$ cat src/rtl/framing_pkg.sv
// framing_pkg: shared definitions for the byte-wide framing blocks.
//   state_t        framer FSM states
//   CRC16_X25_*    X-25 CRC-16 constants (reflected)
//   CRC32_*        IEEE CRC-32 constants (reflected)
//   DEF_*          default preamble / SFD / gap settings
//   IDX_W          width of the shared per-state byte index
package framing_pkg;

  typedef enum logic [2:0] {
    ST_IDLE,
    ST_PREAMBLE,
    ST_SFD,
    ST_PAYLOAD,
    ST_FCS,
    ST_GAP
  } state_t;

  localparam logic [15:0] CRC16_X25_POLY   = 16'h8408;
  localparam logic [15:0] CRC16_X25_INIT   = 16'hFFFF;
  localparam logic [15:0] CRC16_X25_XOROUT = 16'hFFFF;

  localparam logic [31:0] CRC32_POLY   = 32'hEDB88320;
  localparam logic [31:0] CRC32_INIT   = 32'hFFFFFFFF;
  localparam logic [31:0] CRC32_XOROUT = 32'hFFFFFFFF;

  localparam int          DEF_PREAMBLE_LEN  = 8;
  localparam logic [7:0]  DEF_PREAMBLE_BYTE = 8'hAA;
  localparam int          DEF_SFD_BYTES     = 2;
  localparam logic [15:0] DEF_SFD           = 16'h98F3;
  localparam int          DEF_IFG_CYCLES    = 4;

  localparam int IDX_W = 16;

endpackage

$ cat src/rtl/framer_crc_stream_crc_byte_step.sv
// crc_byte_step: one byte of a reflected (LSB-first) CRC, purely combinational.
// Shared by the framer and the deframer checker.
//   crc_in   [CRC_W-1:0]  current CRC
//   data_in  [7:0]        byte to absorb, bit 0 first
//   crc_out  [CRC_W-1:0]  CRC after the 8 bit steps
module crc_byte_step #(
  parameter int               CRC_W    = 16,
  parameter logic [CRC_W-1:0] CRC_POLY = 16'h8408
) (
  input  logic [CRC_W-1:0] crc_in,
  input  logic [7:0]       data_in,
  output logic [CRC_W-1:0] crc_out
);

  logic [CRC_W-1:0] crc_acc;

  always_comb begin
    crc_acc = crc_in;
    for (int i = 0; i < 8; i++) begin
      if (crc_acc[0] ^ data_in[i]) begin
        crc_acc = (crc_acc >> 1) ^ CRC_POLY;
      end else begin
        crc_acc = crc_acc >> 1;
      end
    end
    crc_out = crc_acc;
  end

endmodule

$ cat src/rtl/framer_crc_stream.sv
// framer_crc_stream: wraps a byte payload stream with preamble + SFD and
// appends the reflected CRC (FCS), followed by an optional inter-frame gap.
//   clk, reset_n                 clock, async active-low reset
//   s_data/s_valid/s_last/s_ready  payload input stream
//   m_data/m_valid/m_last/m_ready  framed output stream (m_last on final FCS byte)
//   busy                         high whenever the FSM is not idle
//
// state    | meaning
// ---------+-----------------------------------------------------------
// IDLE     | waiting for s_valid; CRC held at its preset
// PREAMBLE | sending PREAMBLE_LEN copies of PREAMBLE_BYTE
// SFD      | sending SFD bytes, LSB byte first
// PAYLOAD  | combinational pass-through, CRC absorbs each accepted byte
// FCS      | sending (crc ^ XOROUT), LSB byte first, m_last on the final byte
// GAP      | IFG_CYCLES idle cycles before returning to IDLE
module framer_crc_stream
  import framing_pkg::*;
#(
  parameter int                       PREAMBLE_LEN  = DEF_PREAMBLE_LEN,
  parameter logic [7:0]               PREAMBLE_BYTE = DEF_PREAMBLE_BYTE,
  parameter int                       SFD_BYTES     = DEF_SFD_BYTES,
  parameter logic [SFD_BYTES*8-1:0]   SFD           = DEF_SFD,
  parameter int                       CRC_W         = 16,
  parameter logic [CRC_W-1:0]         CRC_POLY      = CRC16_X25_POLY,
  parameter logic [CRC_W-1:0]         CRC_INIT      = CRC16_X25_INIT,
  parameter logic [CRC_W-1:0]         CRC_XOROUT    = CRC16_X25_XOROUT,
  parameter int                       IFG_CYCLES    = DEF_IFG_CYCLES
) (
  input  logic       clk,
  input  logic       reset_n,
  input  logic [7:0] s_data,
  input  logic       s_valid,
  input  logic       s_last,
  output logic       s_ready,
  output logic [7:0] m_data,
  output logic       m_valid,
  output logic       m_last,
  input  logic       m_ready,
  output logic       busy
);

  localparam int FCS_BYTES = CRC_W / 8;

  state_t           state_q, state_d;
  logic [IDX_W-1:0] idx_q, idx_d;
  logic [CRC_W-1:0] crc_q, crc_d;
  logic [CRC_W-1:0] crc_step;
  logic [CRC_W-1:0] fcs;

  crc_byte_step #(
    .CRC_W    (CRC_W),
    .CRC_POLY (CRC_POLY)
  ) u_crc_step (
    .crc_in  (crc_q),
    .data_in (s_data),
    .crc_out (crc_step)
  );

  assign fcs  = crc_q ^ CRC_XOROUT;
  assign busy = (state_q != ST_IDLE);

  always_ff @(posedge clk or negedge reset_n) begin
    if (!reset_n) begin
      state_q <= ST_IDLE;
      idx_q   <= '0;
      crc_q   <= CRC_INIT;
    end else begin
      state_q <= state_d;
      idx_q   <= idx_d;
      crc_q   <= crc_d;
    end
  end

  always_comb begin
    state_d = state_q;
    idx_d   = idx_q;
    crc_d   = crc_q;
    m_valid = 1'b0;
    m_data  = 8'h00;
    m_last  = 1'b0;
    s_ready = 1'b0;

    unique case (state_q)
      ST_IDLE: begin
        crc_d = CRC_INIT;
        idx_d = '0;
        // the first payload byte stays on s_data until PAYLOAD accepts it
        if (s_valid) begin
          state_d = ST_PREAMBLE;
        end
      end

      ST_PREAMBLE: begin
        m_valid = 1'b1;
        m_data  = PREAMBLE_BYTE;
        if (m_ready) begin
          if (idx_q == IDX_W'(PREAMBLE_LEN - 1)) begin
            state_d = ST_SFD;
            idx_d   = '0;
          end else begin
            idx_d = idx_q + IDX_W'(1);
          end
        end
      end

      ST_SFD: begin
        m_valid = 1'b1;
        for (int b = 0; b < SFD_BYTES; b++) begin
          if (idx_q == IDX_W'(b)) begin
            m_data = SFD[8*b +: 8];
          end
        end
        if (m_ready) begin
          if (idx_q == IDX_W'(SFD_BYTES - 1)) begin
            state_d = ST_PAYLOAD;
            idx_d   = '0;
          end else begin
            idx_d = idx_q + IDX_W'(1);
          end
        end
      end

      ST_PAYLOAD: begin
        m_valid = s_valid;
        m_data  = s_data;
        s_ready = m_ready;
        if (s_valid && m_ready) begin
          crc_d = crc_step;
          if (s_last) begin
            state_d = ST_FCS;
            idx_d   = '0;
          end
        end
      end

      ST_FCS: begin
        m_valid = 1'b1;
        for (int b = 0; b < FCS_BYTES; b++) begin
          if (idx_q == IDX_W'(b)) begin
            m_data = fcs[8*b +: 8];
          end
        end
        m_last = (idx_q == IDX_W'(FCS_BYTES - 1));
        if (m_ready) begin
          if (m_last) begin
            state_d = (IFG_CYCLES == 0) ? ST_IDLE : ST_GAP;
            idx_d   = '0;
          end else begin
            idx_d = idx_q + IDX_W'(1);
          end
        end
      end

      ST_GAP: begin
        if (idx_q == IDX_W'(IFG_CYCLES - 1)) begin
          state_d = ST_IDLE;
          idx_d   = '0;
        end else begin
          idx_d = idx_q + IDX_W'(1);
        end
      end

      default: begin
        state_d = ST_IDLE;
        idx_d   = '0;
        crc_d   = CRC_INIT;
      end
    endcase
  end

endmodule

$ cat config.mk
export PLATFORM = sky130hd
export DESIGN_NAME = framer_crc_stream
export DESIGN_NICKNAME = d
export VERILOG_FILES = /design/src/rtl/framing_pkg.sv /design/src/rtl/framer_crc_stream_crc_byte_step.sv /design/src/rtl/framer_crc_stream.sv
export SDC_FILE = /design/constraint.sdc
export NUM_CORES = 1
export LEC_CHECK = 0
export BUFFER_PORTS_ARGS = -buffer_cell sky130_fd_sc_hd__buf_2
export CAP_MARGIN = 20
export CORE_MARGIN = 2
export CORE_UTILIZATION = 50
export CTS_CLUSTER_DIAMETER = 120
export DETAILED_ROUTE_END_ITERATION = 12
export PLACE_DENSITY = 0.7
export SLEW_MARGIN = 0
export SYNTH_ARGS = -nofsm -noshare
export SYNTH_HDL_FRONTEND = slang
export SYNTH_SLANG_ARGS = --single-unit
$ cat constraint.sdc
create_clock -name clk -period 3.8 [get_ports clk]
set_input_delay 0.38 -clock clk [delete_from_list [all_inputs] [get_ports clk]]
set_output_delay 0.38 -clock clk [all_outputs]
set_load 0.01 [all_outputs]
# After elaboration in Yosys (flattened, before gate mapping)
# Cells that the tools add are included.
dict set report totals {
  out_inout_bits 12
  wordCells 88
  input_bits 13
  reg_bits 35
}
dict set report op_classes {
  n_mux 37
  n_reduce_logical 10
  n_eq_ne 19
  bitwise_logic 18
  n_addsub 1
}
# operator count
set ops {}
lappend ops {{2-to-1 mux 16 bit} 16}
lappend ops {{case mux 16 bit (4 select lines)} 1}
lappend ops {{2-to-1 mux 8 bit} 4}
lappend ops {{case mux 16 bit (2 select lines)} 1}
lappend ops {{case mux 8 bit (4 select lines)} 1}
lappend ops {{2-to-1 mux 3 bit} 10}
lappend ops {{inverter 2 -> 3 bit} 8}
lappend ops {{!= test 2 bit, second input constant} 10}
lappend ops {{case mux 3 bit (6 select lines)} 1}
lappend ops {{adder 16 x 1 -> 16 bit, second input constant} 1}
lappend ops {{equality test 16 x 1 -> 1 bit, second input constant} 1}
lappend ops {{equality test 16 x 2 -> 1 bit, second input constant} 1}
lappend ops {{equality test 16 x 3 -> 1 bit, second input constant} 1}
lappend ops {{logical NOT 16 bit} 1}
lappend ops {{inverter 16 bit} 1}
lappend ops {{AND reduction 10 bit} 1}
lappend ops {{XOR 1 bit} 8}
lappend ops {{equality test 3 x 2 -> 1 bit, second input constant} 2}
lappend ops {{equality test 3 bit, second input constant} 2}
lappend ops {{AND reduction 4 bit} 1}
lappend ops {{OR reduction 4 bit} 1}
lappend ops {{equality test 3 x 1 -> 1 bit, second input constant} 1}
lappend ops {{logical NOT 3 bit} 1}
lappend ops {{nonzero test 3 bit} 1}
lappend ops {{8 further kinds} 9}

# Depth between registers and ports, before layout
# Gate-level depths: netlist (run 1).
dict set report logic_depth {
  word_depth 18
  depth_mapped 8
  ltp_nobuf 7
}

# Cells and area by module
# Synthesis (run 1) repeated with hierarchy kept, for this count alone.
dict set report hier_totals {
  hier_cells 272
  area_unflattened_um2 2547.4
}
# mod cells_per_inst n_inst area_each_um2
set modules_own_cells {}
lappend modules_own_cells {framer_crc_stream 247 1 2174.6}
lappend modules_own_cells {crc_byte_step 25 1 372.9}

# Worst setup path before layout (run 1)
# No wires, ideal clock.
dict set report synth_path {
  kind {reg2out}
  startpoint {reg idx_q[13]}
  endpoint {out m_data[0]}
  stages_incl_launch_ff 6
  arrival_ns 1.819
  slack_ns 1.601
  cell_sequence {dfrtp_1 > nor4_4 > nand4_2 > or4_1 > buf_2 > o21ai_0}
}
dict set report synth_via {
  elab_chain_len 4
  elab_cells_between_ends 7
  cone_classes {1 x eq/ne; 5 x mux; 1 x reduce/logical}
}
# element line_no
set synth_lines {}
lappend synth_lines {{from (decl)} framer_crc_stream.sv:45} ;# logic [IDX_W-1:0] idx_q, idx_d;
lappend synth_lines {{from (signal assigned)} framer_crc_stream.sv:69} ;# idx_q <= idx_d;
lappend synth_lines {{logical NOT 16 bit} {framer_crc_stream.sv:109, framer_crc_stream.sv:139}}
lappend synth_lines {{2-to-1 mux 8 bit (on tied branches) (2 in a row)} {framer_crc_stream.sv:139, framer_crc_stream.sv:109}}
lappend synth_lines {{case mux 8 bit (4 select lines) (*)} framer_crc_stream.sv:83} ;# unique case (state_q)
lappend synth_lines {{to (decl)} framer_crc_stream.sv:35} ;# output logic [7:0] m_data,
# Every way passes the cells marked *; elsewhere a longest branch is shown, timed or not.

# Worst setup path in the final report (run 1)
dict set report layout_path {
  startpoint {reg idx_q[11]}
  endpoint {out m_data[3]}
}
dict set report layout_via {
  elab_chain_len 4
  elab_cells_between_ends 6
  cone_classes {1 x eq/ne; 4 x mux; 1 x reduce/logical}
}
# element line_no
set layout_lines {}
lappend layout_lines {{logical NOT 16 bit} framer_crc_stream.sv:139} ;# if (idx_q == IDX_W'(b)) begin
lappend layout_lines {{2-to-1 mux 8 bit (2 in a row)} framer_crc_stream.sv:139}
lappend layout_lines {{case mux 8 bit (4 select lines) (*)} framer_crc_stream.sv:83}
# Marked as above.

==> results of run 1 <==
-- cell type report --
type                            count  area (um2)  share of cell area
Timing Repair Buffer               26         139              0.0556
Multi-Input combinational cell    177        1270               0.508
Clock buffer                        8         100              0.0401
Tap cell                           52        65.1              0.0260
Sequential cell                    35         896               0.359
Inverter                            8        30.0              0.0120
-- cells in the final DEF, fill, tap and decap left out, drive strengths merged, types with 2 or more instances in the layout --
cell / instances
a2111oi: 3
a211oi: 2
a21oi: 5
a221o: 2
a22oi: 2
a31oi: 3
and2: 6
and3: 2
buf: 26
clkbuf: 8
dfrtp: 19
dfstp: 16
ha: 3
inv: 8
nand2: 15
nand3: 4
nand4: 3
nor2: 16
nor3: 6
nor4: 3
nor4b: 2
o2111ai: 4
o211ai: 5
o21ai: 15
o221ai: 5
o22a: 16
o31ai: 2
or3: 4
xnor2: 11
xor2: 25
-- worst min-delay path by stage --
stage,slack [ns],endpoint,depth (start not counted),from
detailed placement,0.52,state_q[1]$_DFFE_PN0P_,1,reset_n
global placement,0.51,idx_q[2]$_DFFE_PN0P_,1,reset_n
global route,0.24,idx_q[2]$_DFFE_PN0P_,1,reset_n
CTS,0.19,state_q[1]$_DFFE_PN0P_,1,reset_n
finish,0.16,idx_q[2]$_DFFE_PN0P_,1,reset_n
floorplan,0.08,idx_q[0]$_DFFE_PN0P_,0,reset_n
-- power breakdown --
group | total (W) | internal [W] | switching, W
sequential | 0.000599 | 0.000478 | 0.000121
combinational | 0.000834 | 0.000353 | 0.000482
clock | 0.000298 | 0.000165 | 0.000133
-- metrics by stage --
stage	utilization	hold WS (ns)	cell area [um2]	setup slack [ns]	total power, W
2_1_floorplan	-	0.0844	2260	1.60	0.00122
3_3_place_gp	0.548	0.514	2390	1.19	0.00140
3_5_place_dp	0.551	0.516	2400	1.12	0.00143
4_1_cts	0.574	0.194	2500	0.972	0.00174
5_1_grt	0.574	0.236	2500	0.809	0.00187
6_report	0.574	0.156	2500	0.950	0.00173
-- registers in the layout, summed over array words and instances (netlist names) --
| signal | flops |
|---|---|
| idx_q | 16 |
| state_q | 3 |
| crc_q | 16 |
-- per-layer routing --
metal	GRT usage	routed length [um]	up-vias
li1	-	-	901
met4	0.0818	78	0
met3	0.0436	181	6
met5	0	0	-
met2	0.307	2130	35
met1	0.323	2460	895
-- cells by family (layout without fill, tap and decap cells) --
kind of cell / count (synthesis) / in the layout / synth area share
AOI/OAI and AO/OA: 72 / 72 / 0.238
xor gates and xnor gates: 36 / 36 / 0.139
adders and majority gates: 3 / 3 / 0.0166
buffers and inverters: 22 / 42 / 0.0431
DFF: 35 / 35 / 0.396
muxes: 1 / 1 / 0.00498
and+or+nand+nor: 65 / 65 / 0.162
-- critical path: stages (launching register included) --
cell and delay (ns):
dfrtp_1 0.43, nor3_1 0.36, nand4_2 0.24, or4_1 0.72
o221ai_1 0.26, buf_2 0.17
==> metrics.cfg, run 1 <==
[critical_path]
crit_required_ns = 3.42
cp.arrival_ns = 2.47
crit_fanout = 9
regToRegEndpoint = state_q[0]$_DFFE_PN0P_
r2r_start = state_q[0]$_DFFE_PN0P_
crit_end = m_data[3]
reg2reg_slack_ns = 1.08
setup.worst_path.start_class = register
crit_path_end_kind = output port
setup.worst_path.start = idx_q[11]$_DFFE_PN0P_
r2r_cells = 6
criticalPathCategory = register to output port

[synth]
synth_ff_type = dfrtp_1
synth_cell_types = 50
synth.net_count = 250
ys_warn_count = 0
synthTopCellsByCount = xor2_1, dfrtp_1, dfstp_2, nor2_1, o22a_1
avgSynthCellArea_um2 = 9.67
synthArstFlopShare = 1.00
synthTopCellsByArea = dfrtp_1, dfstp_2, xor2_1
synth_top_area_frac = 0.210
yosysMostFrequentCell = xor2_1
synth_edf_count = 0
synth-seq-cells = 35
synth_top_area_cell = dfrtp_1
synth_area_mm2 = 0.00226
ys_seq_area_frac = 0.396
synth_cells = 234

[placed_design]
dp_hpwl_mm = 3.43
finalWeightedCongestion = 0.787
port_buffers = 24
dp_cells = 298

[sta]
fmax_mhz = 351
setup_violations = 0
fin_skew_ns = 0.00526
drv_slew = 0
worstMarginPinSlew_ns = 0.783
min_period_over_period = 0.750
finalCriticalPeriod_ns = 2.85
report.final.hold_viol_count = 0
rsz0062_at_grt = false
final.setup.tns_ns = 0
slew_headroom = 0.475

[min_path]
hold_class = primary input to async pin

[cells_and_area]
layout-drive-gt1-share = 0.220
layoutNonFillerInstCount = 306
antenna_cells = 0
layout.nets = 269
area_delta_synth_final_pct = 10.5
fillers = 387

[die]
fp.dieW_um = 71.3
dieArea_mm2 = 0.00508
fp-row-count = 24
die_h_um = 71.3
coreArea_mm2 = 0.00435
start_util = 0.520
io_pins = 25

[status]
status = finished clean

[clock_network]
ctsResizeCount = 0
ctsHoldBuffers = 0
postCtsSetupRepairBufs = 0
cts_made_buffers = 5
cts.sinks = 35
tritoncts = yes
cts.clk_slew.worst_paths_ns = 0.07
clockBufferDepth = 2
clkLatencyLatePin_ns = 0.29
cts_root_buf = clkbuf_8
htreeDepth = 2

[pwr]
ir_drop_v = 0.000397
p_per_area_mw_per_mm2 = 693
leakage_nw = 0.995

[detailed_routing]
drc = 0
drt_first_iter_violations = 115
ant_nets = 0
vias = 1837
wl_mm = 4.85
vias_per_cell = 6.00
dr.pass1.iters = 4
wl_per_cell_um = 15.9

[global_routing]
grt_overflow = 0
grt_max_degree = 36
antenna_found_initial = 0
grt_pass1_wl_mm = 8.63
grt_pass1_vias = 1767
grt_usage = 0.215

[job]
max-cap-violations = 0

Power figures use the tool's default switching activity.
==> run 2, diff against run 1 <==
--- a/config.mk
+++ b/config.mk
@@ -11,7 +11,7 @@
 export CORE_UTILIZATION = 50
 export CTS_CLUSTER_DIAMETER = 120
 export DETAILED_ROUTE_END_ITERATION = 12
-export PLACE_DENSITY = 0.7
+export PLACE_DENSITY = 0.72
 export SLEW_MARGIN = 0
 export SYNTH_ARGS = -nofsm -noshare
 export SYNTH_HDL_FRONTEND = slang
==> constraint.sdc (replaced) <==
create_clock -name clk -period 2.3 [get_ports clk]
set_input_delay 0.23 -clock clk [delete_from_list [all_inputs] [get_ports clk]]
set_output_delay 0.23 -clock clk [all_outputs]
set_load 0.01 [all_outputs]
==> run 2 against run 1 <==
The flow now finishes with violations (negative setup slack). Non-clock buffer count rose by 21. Combinational power is 89% higher. Critical path depth stayed put. Clock skew grew 0.0034 ns. Core utilization is 4.4 points higher. First-iteration DRC count is 34% higher. Total power grew 75%. Count of clock-buffer cells in the layout did not move. Critical endpoint is now m_data[0].
==> metrics.cfg, run 2 (synthesized netlist as in run 1, its figures left out) <==
[die]
io_pins = 25  ; unchanged
fp.dieW_um = 71.3  ; unchanged
coreArea_mm2 = 0.00435  ; unchanged
fp-row-count = 24  ; unchanged
die_h_um = 71.3  ; unchanged
dieArea_mm2 = 0.00508  ; unchanged
start_util = 0.520  ; unchanged

[global_routing]
grt_overflow = 0  ; unchanged
antenna_found_initial = 0  ; unchanged
grt_pass1_vias = 1824  ; was 1767
grt_usage = 0.221  ; was 0.215
grt_pass1_wl_mm = 8.92  ; was 8.63 mm
grt_max_degree = 36  ; unchanged

[clock_network]
cts_root_buf = clkbuf_8  ; unchanged
cts_made_buffers = 5  ; unchanged
clkLatencyLatePin_ns = 0.29  ; about the same
tritoncts = yes  ; unchanged
cts.sinks = 35  ; unchanged
cts.clk_slew.worst_paths_ns = 0.07  ; about the same
clockBufferDepth = 2  ; unchanged
ctsHoldBuffers = 0  ; unchanged
htreeDepth = 2  ; unchanged

[pwr]
seqPwrFrac = 0.313  ; was 0.346
p_int_w = 0.00175  ; was 0.000995 W
combinationalPowerShare = 0.521  ; was 0.482
leakage_nw = 1.11  ; was 0.995 nW
p_sw_frac = 0.423  ; was 0.425
p_switching_w = 0.00128  ; was 0.000736 W
ir_drop_v = 0.000764  ; was 0.000397 V
clkPwrFrac = 0.166  ; was 0.172
p_per_area_mw_per_mm2 = 1130  ; was 693 mW/mm2

[detailed_routing]
vias_per_cell = 5.94  ; was 6.00
drt_first_iter_violations = 154  ; was 115
ant_nets = 0  ; unchanged
dr.pass1.iters = 4  ; unchanged
wl_per_cell_um = 16.0  ; was 15.9 um
vias = 1942  ; was 1837
drc = 0  ; unchanged
wl_mm = 5.22  ; was 4.85 mm

[cells_and_area]
antenna_cells = 0  ; unchanged
layout_common_cells = xor2_1, buf_2, buf_4  ; was xor2_1, buf_2, dfrtp_1
seq_area_um2 = 896  ; unchanged
multi_input_area_mm2 = 0.00131  ; was 0.00127 mm2
mostFrequentLayoutCell = xor2_1  ; unchanged
fillers = 366  ; was 387
layout.nets = 290  ; was 269
layout-drive-gt1-share = 0.305  ; was 0.220
area_delta_synth_final_pct = 18.9  ; was 10.5%
reg_top3 = crc_q (16), idx_q (16), state_q (3)  ; unchanged

[critical_path]
critPathBufInv = 1  ; unchanged
crit_required_ns = 2.07  ; was 3.42 ns
path_cells = nor4_4 -> nand4_2 -> or4_4 -> o21ai_0 -> buf_2  ; was nor3_1 -> nand4_2 -> or4_1 -> o221ai_1 -> buf_2
critPathTopFamily = simple AND/OR/NAND/NOR gates  ; unchanged
crit_path_top_delay_cell = or4_4  ; was or4_1
cpPeakStageDelay_ns = 0.59  ; was 0.72 ns
setup.worst_path.start_class = register  ; unchanged
cp.arrival_ns = 2.14  ; was 2.47 ns
crit_fanout = 9  ; unchanged
criticalPathCategory = register to output port  ; unchanged
crit_path_end_kind = output port  ; unchanged

[job]
max-cap-violations = 0  ; unchanged

[placed_design]
finalWeightedCongestion = 0.810  ; was 0.787
port_buffers = 24  ; unchanged
dp_hpwl_mm = 3.63  ; was 3.43 mm

[status]
status = complete, but fails checks  ; was finished clean
violations = negative setup slack

[sta]
fmax_mhz = 423
min_period_over_period = 1.03
slew_headroom = 0.460  ; was 0.475
setup_violations = 8  ; was 0
drv_slew = 0  ; unchanged
holdWs_ns = 0.0178  ; was 0.156 ns
worstMarginPinSlew_ns = 0.810  ; was 0.783 ns
report.final.hold_viol_count = 0  ; unchanged
fin_ws_ns = -0.0654  ; was 0.950 ns
finalCriticalPeriod_ns = 2.37
final.setup.tns_ns = -0.381  ; was 0 ns
rsz0062_at_grt = true  ; was false
fin_skew_ns = 0.00863  ; was 0.00526 ns

[min_path]
hold_class = primary input to async pin  ; unchanged

==> run 2: timing repair <==
action / 4_1_cts / 5_1_grt
resized for setup: 5 / 2
buffers inserted: 3 / 1
setup endpoints to repair: 9 / 8
pin swaps: 3 / 1
==> run 2: path summary, 6_finish.rpt <==
kind | startpoint | to | slack [ns] | cells after the start
worst max-delay path | idx_q[13]$_DFFE_PN0P_ | m_data[0] | -0.07 | 5
worst min-delay path | reset_n | state_q[0]$_DFFE_PN0P_ | 0.02 | 1
worst max register to register | idx_q[1]$_DFFE_PN0P_ | state_q[0]$_DFFE_PN0P_ | 0.18 | 8
worst min register to register | crc_q[13]$_DFFE_PN1P_ | crc_q[13]$_DFFE_PN1P_ | 0.54 | 1
max in group asynchronous | reset_n | idx_q[11]$_DFFE_PN0P_ | 1.76 | 1
min in group clk | s_last | state_q[1]$_DFFE_PN0P_ | 0.33 | 4
==> run 2: area by class of cell <==
class                      instances  area share
inverter                           8      0.0112
multi-input combinational        177       0.486
sequential                        35       0.333
clock buffer                       8      0.0372
timing repair buffer              47       0.109
tap                               52      0.0242
==> run 2: per-layer routing <==
| metal | wire length [um] | global-route usage |
|---|---|---|
| met5 | 0 | 0 |
| met4 | 69 | 0.0692 |
| met3 | 235 | 0.0436 |
| met2 | 2320 | 0.306 |
| met1 | 2600 | 0.347 |
==> run 2: power groups by stage <==
| stage | sequential, W | clock (W) | combinational [W] |
|---|---|---|---|
| 2_1_floorplan | 0.000885 | 0 | 0.00113 |
| 3_3_place_gp | 0.000947 | 0 | 0.00149 |
| 3_5_place_dp | 0.000949 | 0 | 0.00151 |
| 4_1_cts | 0.000945 | 0.000508 | 0.00153 |
| 5_1_grt | 0.000976 | 0.000526 | 0.00175 |
| 6_report | 0.000950 | 0.000502 | 0.00158 |
==> run 2: metrics by stage <==
stage / cells / cell area (um2) / setup WS [ns] / utilization / total power [W]
floorplan: 234 / 2260 / 0.251 / - / 0.00202
global placement: 314 / 2510 / 0.121 / 0.578 / 0.00244
detailed placement: 314 / 2510 / 0.0614 / 0.578 / 0.00246
CTS: 325 / 2660 / -0.0548 / 0.612 / 0.00298
global route: 327 / 2690 / -0.173 / 0.618 / 0.00325
finish: 327 / 2690 / -0.0654 / 0.618 / 0.00303
==> run 3, diff against run 2 <==
--- a/config.mk
+++ b/config.mk
@@ -11,7 +11,7 @@
 export CORE_UTILIZATION = 50
 export CTS_CLUSTER_DIAMETER = 120
 export DETAILED_ROUTE_END_ITERATION = 12
-export PLACE_DENSITY = 0.72
+export PLACE_DENSITY = 0.79
 export SLEW_MARGIN = 0
 export SYNTH_ARGS = -nofsm -noshare
 export SYNTH_HDL_FRONTEND = slang
==> run 3 against run 2 <==
The flow still finishes with violations (negative setup slack). Sequential cell count unchanged. First-iteration DRC count decreased by 5.2%. Worst setup slack got worse by 0.011 ns.
==> metrics.cfg, run 3 (synthesized netlist as in run 1, its figures left out) <==
[sta]
finalCriticalPeriod_ns = 2.38  ; was 2.37 ns
rsz0062_at_grt = true  ; unchanged
slew_headroom = 0.467  ; was 0.460
fin_skew_ns = 0.00351  ; was 0.00863 ns
min_period_over_period = 1.03  ; about the same
holdWs_ns = 0.0313  ; was 0.0178 ns
drv_slew = 0  ; unchanged
worstMarginPinSlew_ns = 0.799  ; was 0.810 ns
fin_ws_ns = -0.0768  ; was -0.0654 ns
report.final.hold_viol_count = 0  ; unchanged
fmax_mhz = 421  ; was 423 MHz
setup_violations = 8  ; unchanged

[placed_design]
dp_hpwl_mm = 3.62  ; was 3.63 mm
finalWeightedCongestion = 0.849  ; was 0.810
pre_cts_ws_ns = 0.104  ; was 0.0614 ns
port_buffers = 24  ; unchanged

[cells_and_area]
layout.nets = 287  ; was 290
area_delta_synth_final_pct = 16.9  ; was 18.9%
antenna_cells = 0  ; unchanged
layout_common_cells = xor2_1, buf_2, buf_4  ; unchanged
layout-drive-gt1-share = 0.294  ; was 0.305
mostFrequentLayoutCell = xor2_1  ; unchanged
reg_top3 = crc_q (16), idx_q (16), state_q (3)  ; unchanged

[global_routing]
grt-busiest-layer = met1  ; unchanged
grt_pass1_vias = 1767  ; was 1824
grt_max_degree = 36  ; unchanged
use_met2 = 0.316  ; was 0.306
grt_usage = 0.212  ; was 0.221
grt_pass1_wl_mm = 8.50  ; was 8.92 mm
met1_usage = 0.318  ; was 0.347
met3_usage = 0.0338  ; was 0.0436
antenna_found_initial = 0  ; unchanged
grt_overflow = 0  ; unchanged

[critical_path]
r2r_start = state_q[0]$_DFFE_PN0P_  ; was idx_q[1]$_DFFE_PN0P_
cpPeakStageDelay_ns = 0.58  ; was 0.59 ns
crit_path_end_kind = output port  ; unchanged
crit_path_top_delay_cell = or4_4  ; unchanged
critPathBufInv = 1  ; unchanged
setup.worst_path.start_class = register  ; unchanged
critPathTopFamily = simple AND/OR/NAND/NOR gates  ; unchanged
crit_fanout = 9  ; unchanged
cp.arrival_ns = 2.15  ; was 2.14 ns
crit_required_ns = 2.07  ; about the same
setup.worst_path.start = idx_q[15]$_DFFE_PN0P_  ; was idx_q[13]$_DFFE_PN0P_
path_cells = nor4_4 -> nand4_2 -> or4_4 -> a2bb2oi_1 -> o21ai_2 -> buf_2  ; was nor4_4 -> nand4_2 -> or4_4 -> o21ai_0 -> buf_2
criticalPathCategory = register to output port  ; unchanged

[clock_network]
cts.sinks = 35  ; unchanged
tritoncts = yes  ; unchanged
ctsHoldBuffers = 0  ; unchanged
clockBufferDepth = 2  ; unchanged
htreeDepth = 2  ; unchanged
cts.clk_slew.worst_paths_ns = 0.07  ; about the same
clkLatencyLatePin_ns = 0.28  ; was 0.29 ns
cts_root_buf = clkbuf_8  ; unchanged
cts_made_buffers = 5  ; unchanged

[min_path]
hold_class = primary input to async pin  ; unchanged

[die]
coreArea_mm2 = 0.00435  ; unchanged
fp.dieW_um = 71.3  ; unchanged
dieArea_mm2 = 0.00508  ; unchanged
die_h_um = 71.3  ; unchanged
fp-row-count = 24  ; unchanged
io_pins = 25  ; unchanged
start_util = 0.520  ; unchanged

[pwr]
total_power_w = 0.00290  ; was 0.00303 W
p_per_area_mw_per_mm2 = 1100  ; was 1130 mW/mm2
ir_drop_v = 0.000697  ; was 0.000764 V
leakage_nw = 1.08  ; was 1.11 nW

[detailed_routing]
wl_per_cell_um = 15.7  ; was 16.0 um
dr.pass1.iters = 4  ; unchanged
drt_first_iter_violations = 146  ; was 154
drc = 0  ; unchanged
vias_per_cell = 5.97  ; was 5.94
wl_mm = 5.09  ; was 5.22 mm
ant_nets = 0  ; unchanged
vias = 1934  ; was 1942

[status]
status = complete, but fails checks  ; unchanged
violations = negative setup slack  ; unchanged

[job]
max-cap-violations = 0  ; unchanged

[run 3: cell count changes in the layout (fill, tap and decap cells not counted), sizes merged]
cell,before,now
clkbuf,8,7
buf,47,44
clkinv,0,1
[run 3: path summary, 6_finish.rpt]
| check | endpoint | slack [ns] | cells past startpoint |
|---|---|---|---|
| worst min-delay path | state_q[2]$_DFFE_PN0P_ | 0.03 | 1 |
| worst max-delay path | m_data[2] | -0.08 | 6 |
| min in group clk | state_q[1]$_DFFE_PN0P_ | 0.33 | 4 |
| worst max register to register | state_q[2]$_DFFE_PN0P_ | 0.12 | 6 |
| worst min register to register | idx_q[1]$_DFFE_PN0P_ | 0.55 | 2 |
| max in group asynchronous | idx_q[12]$_DFFE_PN0P_ | 1.73 | 1 |
[run 3: per-stage QoR]
stage / cell area [um2] / util / setup TNS (ns) / cells
after CTS: 2640 / 0.605 / -0.535 / 324
after global routing: 2640 / 0.607 / -1.09 / 324
after floorplan: 2260 / - / 0 / 234
after detailed placement: 2510 / 0.578 / 0 / 314
after global placement: 2510 / 0.578 / 0 / 314
final: 2640 / 0.607 / -0.374 / 324
[run 3: layout make-up]
type / instances / area (um2)
Fill cell: 349 / 1710
Multi-Input combinational cell: 177 / 1290
Sequential cell: 35 / 898
Timing Repair Buffer: 44 / 274
Clock buffer: 7 / 76.3
Tap cell: 52 / 65.1
Inverter: 8 / 30.0
Clock inverter: 1 / 5.00
[run 3: metal layers]
metal	routed length (um)	vias up	part of all wire
met2	2330	46	0.46
met1	2470	946	0.49
met4	64	0	0.013
met5	0	-	0
met3	220	4	0.043
li1	-	938	-
[run 3: worst register-to-register path, cell delays in order (launching register included)]
cell     delay [ns]
dfrtp_1        0.54
buf_4          0.21
a31oi_1        0.10
o22ai_1        0.64
nor3_2         0.13
buf_4          0.22
a22o_1         0.23
[run 3: report_power, final]
group	switching (W)	leakage [nW]	internal, W
registers	0.000185	0.425	0.000792
clock network	0.000217	0.0422	0.000213
logic	0.000845	0.615	0.000645
total	0.00125	1.08	0.00165
[run 3: timing repair]
item / 4_1_cts / 5_1_grt
setup endpoints to repair: 9 / 9
gates resized for setup: 6 / 3
setup buffers: 2 / 0
pin swaps: 3 / 0
